===== src/rtl/square_share_if.sv =====
// Request/response bundle between four requesters and the shared squarer.
interface square_share_if;
    logic [3:0] req;
    logic [7:0] din;
    logic [3:0] ack;
    logic [3:0] dout;
    logic [1:0] dout_id;
    logic       valid;
    logic       busy;
    logic [7:0] done_cnt;

    modport master (
        output req, din,
        input  ack, dout, dout_id, valid, busy, done_cnt
    );

    modport slave (
        input  req, din,
        output ack, dout, dout_id, valid, busy, done_cnt
    );
endinterface


===== src/rtl/square_share_ctrl.sv =====
// Round-robin arbiter sharing one 2-bit squarer among four requesters.
// Each operation walks IDLE -> COMPUTE -> RESP, giving one result per 3 cycles.
module square_share_ctrl (
    input  logic           clk,
    input  logic           rst,
    square_share_if.slave  bus
);

    localparam logic [1:0] IDLE    = 2'd0;
    localparam logic [1:0] COMPUTE = 2'd1;
    localparam logic [1:0] RESP    = 2'd2;

    logic [1:0] state;
    logic [1:0] ptr;
    logic [1:0] grant;
    logic [1:0] operand;
    logic [3:0] dout_q;
    logic [1:0] dout_id_q;
    logic [7:0] done_cnt_q;

    logic [1:0] pick;
    logic [1:0] idx;

    function automatic logic [3:0] square2(input logic [1:0] x);
        case (x)
            2'd0:    square2 = 4'b0000;
            2'd1:    square2 = 4'b0001;
            2'd2:    square2 = 4'b0100;
            default: square2 = 4'b1001;
        endcase
    endfunction

    // Descending scan so the requester closest to ptr overwrites the others.
    always_comb begin
        pick = ptr;
        idx  = ptr;
        for (int i = 3; i >= 0; i--) begin
            idx = ptr + 2'(i);
            if (bus.req[idx]) begin
                pick = idx;
            end
        end
    end

    always_ff @(posedge clk) begin
        if (rst) begin
            state      <= IDLE;
            ptr        <= 2'd0;
            grant      <= 2'd0;
            operand    <= 2'd0;
            dout_q     <= 4'd0;
            dout_id_q  <= 2'd0;
            done_cnt_q <= 8'd0;
        end else begin
            case (state)
                IDLE: begin
                    if (bus.req != 4'd0) begin
                        grant   <= pick;
                        ptr     <= pick + 2'd1;
                        operand <= bus.din[{pick, 1'b0} +: 2];
                        state   <= COMPUTE;
                    end
                end
                COMPUTE: begin
                    dout_q    <= square2(operand);
                    dout_id_q <= grant;
                    // Count lands with the RESP cycle so it is visible alongside valid.
                    if (done_cnt_q != 8'hFF) begin
                        done_cnt_q <= done_cnt_q + 8'd1;
                    end
                    state <= RESP;
                end
                RESP: begin
                    state <= IDLE;
                end
                default: begin
                    state <= IDLE;
                end
            endcase
        end
    end

    assign bus.valid    = (state == RESP);
    assign bus.busy     = (state != IDLE);
    assign bus.ack      = (state == RESP) ? (4'b0001 << dout_id_q) : 4'b0000;
    assign bus.dout     = dout_q;
    assign bus.dout_id  = dout_id_q;
    assign bus.done_cnt = done_cnt_q;

endmodule


===== src/flat_wrapper.sv =====
// flat-port wrapper written by rule: the top's interface ports become plain ports
module square_share_ctrl_flat 
  (clk, rst, bus_req, bus_din, bus_ack, bus_dout, bus_dout_id, bus_valid, bus_busy, bus_done_cnt);
  square_share_if bus_i ();
  input  logic clk;
  input  logic rst;
  input wire logic [$bits(bus_i.req)-1:0] bus_req;
  input wire logic [$bits(bus_i.din)-1:0] bus_din;
  output wire logic [$bits(bus_i.ack)-1:0] bus_ack;
  output wire logic [$bits(bus_i.dout)-1:0] bus_dout;
  output wire logic [$bits(bus_i.dout_id)-1:0] bus_dout_id;
  output wire logic [$bits(bus_i.valid)-1:0] bus_valid;
  output wire logic [$bits(bus_i.busy)-1:0] bus_busy;
  output wire logic [$bits(bus_i.done_cnt)-1:0] bus_done_cnt;
  assign bus_i.req = bus_req;
  assign bus_i.din = bus_din;
  assign bus_ack = bus_i.ack;
  assign bus_dout = bus_i.dout;
  assign bus_dout_id = bus_i.dout_id;
  assign bus_valid = bus_i.valid;
  assign bus_busy = bus_i.busy;
  assign bus_done_cnt = bus_i.done_cnt;
  square_share_ctrl u_core (.clk(clk), .rst(rst), .bus(bus_i));
endmodule

===== config.mk =====
export PLATFORM = sky130hd
export DESIGN_NAME = square_share_ctrl_flat
export DESIGN_NICKNAME = d
export VERILOG_FILES = /design/src/rtl/square_share_if.sv /design/src/rtl/square_share_ctrl.sv /design/src/flat_wrapper.sv
export SDC_FILE = /design/constraint.sdc
export NUM_CORES = 1
export LEC_CHECK = 0
export CORE_AREA = 2 2 70 52
export CTS_CLUSTER_DIAMETER = 120
export DETAILED_ROUTE_END_ITERATION = 12
export DIE_AREA = 0 0 72 54
export PLACE_DENSITY = 0.72
export SLEW_MARGIN = 15
export SYNTH_ARGS = -nofsm -noshare
export SYNTH_HDL_FRONTEND = slang
export SYNTH_SLANG_ARGS = --single-unit

===== constraint.sdc =====
create_clock -name clk -period 1.65 [get_ports clk]
set_clock_uncertainty 0.1 [all_clocks]
set_input_delay 0.2475 -clock clk [delete_from_list [all_inputs] [get_ports clk]]
set_output_delay 0.2475 -clock clk [all_outputs]
set_load 0.02 [all_outputs]

==> results.json <==
{
  "status": "complete, no violations",
  "criticalPathCategory": "reg2reg",
  "final_common_cell": "dfxtp_1",
  "cts_sinks": 21,
  "rrSetupSlack_ns": 0.03,
  "post_drt_wl_per_cell_um": 12.25,
  "stdcell_area_um2": 1569,
  "grt_usage": 0.1465,
  "syn_area_per_cell_um2": 8.512,
  "power.density_nw_per_um2": 818.8,
  "synth_edf_count": 0,
  "critPathMaxFanout": 3,
  "core_area_um2": 3311,
  "syn2layout_area_growth_pct": 51.08,
  "setup_violations": 0,
  "grt_pass1_vias": 995,
  "synth_seq_area_share": 0.4048,
  "die_x_um": 72,
  "drc": 0,
  "hold_violations": 0,
  "numPortBuffers": 32,
  "routabilityCongestion": 0.8107,
  "grt_max_degree": 13,
  "cts-buffers-inserted": 3,
  "drv_cap": 0,
  "clk_pin_slew_ns": 0.08,
  "min_period_ns": 1.624,
  "rows": 18,
  "ant_nets": 0,
  "crit_required_ns": 1.74,
  "insertion_delay_ns": 0.26,
  "start_util": 0.3137,
  "cts_tree": "done",
  "die_area_um2": 3888,
  "nFillCells": 327,
  "power.leakage_nw": 0.7145,
  "routed_wl_um": 2561,
  "synth_flop_cell": "dfxtp_1",
  "worst_slack_ns": 0.02583,
  "dr.pass1.iters": 4,
  "drv_slew": 0,
  "diodes": 0,
  "antenna_found_initial": 0,
  "synth_top_area_share": 0.4048,
  "end_kind": "flop",
  "instances_no_fill": 209,
  "synthCells": 122,
  "die_h_um": 54,
  "dpl-instance-area_um2": 1499,
  "grt_first_pass_wirelength_um": 4319,
  "synth_warnings": 0,
  "place_inst": 204,
  "ys_seq_elements": 21,
  "clk_path_buf_depth": 2,
  "preCtsSetupSlack_ns": -0.3705,
  "drtIter0Drc": 21,
  "rsz0062_at_grt": "yes",
  "yosysTopAreaCell": "dfxtp_1",
  "hpwl_um": 1955,
  "layout-drive-gt1-share": 0.2130,
  "async_reset_ff_frac": 0,
  "start_kind": "flop",
  "fin_crit_sh": 0.9843,
  "holdWs_ns": 0.3581,
  "irDropWorstVdd_mv": 0.3393,
  "ctsRootBufferMaster": "clkbuf_8",
  "holdCritPathClass": "reg2reg",
  "num_vias": 1050,
  "htree_num_levels": 1,
  "fin_nets": 185,
  "grt_remaining_overflow": 0,
  "via_per_inst": 5.024,
  "critPathArrivalTime_ns": 1.72,
  "synthesis.area_um2": 1038,
  "multi_input_area_um2": 625.6,
  "final_cell_mix": "dfxtp_1 (20), nand2_1 (18), buf_4 (15), nor2_1 (13), clkdlybuf4s50_1 (12)",
  "cts_hold_buf": 0,
  "synth_nets": 137,
  "design.portCount": 34,
  "yosysUniqueCellTypes": 38,
  "fmax_mhz": 615.7,
  "ys_top_cells_by_area": "dfxtp_1 (40%), nand2_1 (6.5%), a21oi_1 (4.8%)",
  "regArea_um2": 424.2,
  "tns_ns": 0
}
## Yosys cell counts (2+ instances only)
cell type,number
dfxtp_1,21
nand2_1,18
nor2_1,13
a21oi_1,10
mux2i_1,5
nand3_1,5
nor2b_1,5
nand3b_1,3
xor2_1,3
and3_1,2
buf_4,2
clkbuf_1,2
inv_1,2
nand2b_1,2
nor3b_1,2
o21ai_0,2
o221ai_1,2
or2_1,2
xnor2_1,2
## registers in the layout, indices dropped and copies added, names as in the netlist
| signal | cells |
|---|---|
| u_core.operand | 2 |
| u_core.bus.done_cnt | 8 |
| u_core.bus.dout_id | 2 |
| u_core.grant | 2 |
| u_core.ptr | 2 |
| u_core.state | 2 |
| u_core.bus.dout | 3 |
## cell families after synthesis
family | share of synthesized area
AOI/OAI and AO/OA | 0.1699
and+or+nand+nor | 0.2855
buffers and inverters | 0.03373
other | 0.003611
adders and majority gates | 0.01205
muxes | 0.04819
DFF | 0.4048
xor gates and xnor gates | 0.04218
## stage by stage
stage / power, W / utilization
5_1_grt: 0.001360 / 0.4739
3_3_place_gp: 0.0009220 / 0.4528
6_report: 0.001285 / 0.4739
3_5_place_dp: 0.0009379 / 0.4528
2_1_floorplan: 0.0007884 / -
4_1_cts: 0.001274 / 0.4649
## area by class of cell
class / count / share of cell area
Clock buffer: 3 / 0.02632
Clock inverter: 1 / 0.003190
Inverter: 2 / 0.004785
Multi-Input combinational cell: 94 / 0.3987
Sequential cell: 21 / 0.2703
Tap cell: 40 / 0.03190
Timing Repair Buffer: 48 / 0.2648
## repair_timing
item	4_1_cts	5_1_grt
buffers inserted	0	1
resized for setup	25	17
pin swaps	0	3
endpoints found under the setup margin	17	16
## path summary, 6_finish.rpt
path / startpoint / endpoint / cells after the start
max: u_core.state[0]$_SDFFE_PP0P_ / u_core.operand[0]$_SDFFE_PP0P_ / 6
min: u_core.grant[0]$_SDFFE_PP0P_ / u_core.grant[0]$_SDFFE_PP0P_ / 2
max reg2reg: u_core.state[0]$_SDFFE_PP0P_ / u_core.operand[0]$_SDFFE_PP0P_ / 6
min reg2reg: u_core.grant[0]$_SDFFE_PP0P_ / u_core.grant[0]$_SDFFE_PP0P_ / 2
## layer usage
| metal | up-vias | global-route usage | wire length (um) | share of wire |
|---|---|---|---|---|
| li1 | 522 | - | - | - |
| met1 | 495 | 0.1760 | 1231 | 0.48 |
| met2 | 26 | 0.2485 | 1147 | 0.45 |
| met3 | 7 | 0.02434 | 100 | 0.039 |
| met4 | 0 | 0.09434 | 82 | 0.032 |
| met5 | - | 0 | 0 | 0 |
## critical path, cell delays in order (launching register included)
cell and delay (ns):
dfxtp_1 0.34, buf_4 0.14, or2_1 0.26, or2_1 0.27, nor2_2 0.12, nand2_1 0.11, o221ai_2 0.20
## power breakdown
part / total (W) / leakage (nW) / switching, W / internal, W
registers: 0.000583 / 0.172 / 0.0000347 / 0.000548
logic: 0.000361 / 0.517 / 0.000175 / 0.000186
clock network: 0.000341 / 0.0255 / 0.000172 / 0.000169
Power figures use the tool's default switching activity.
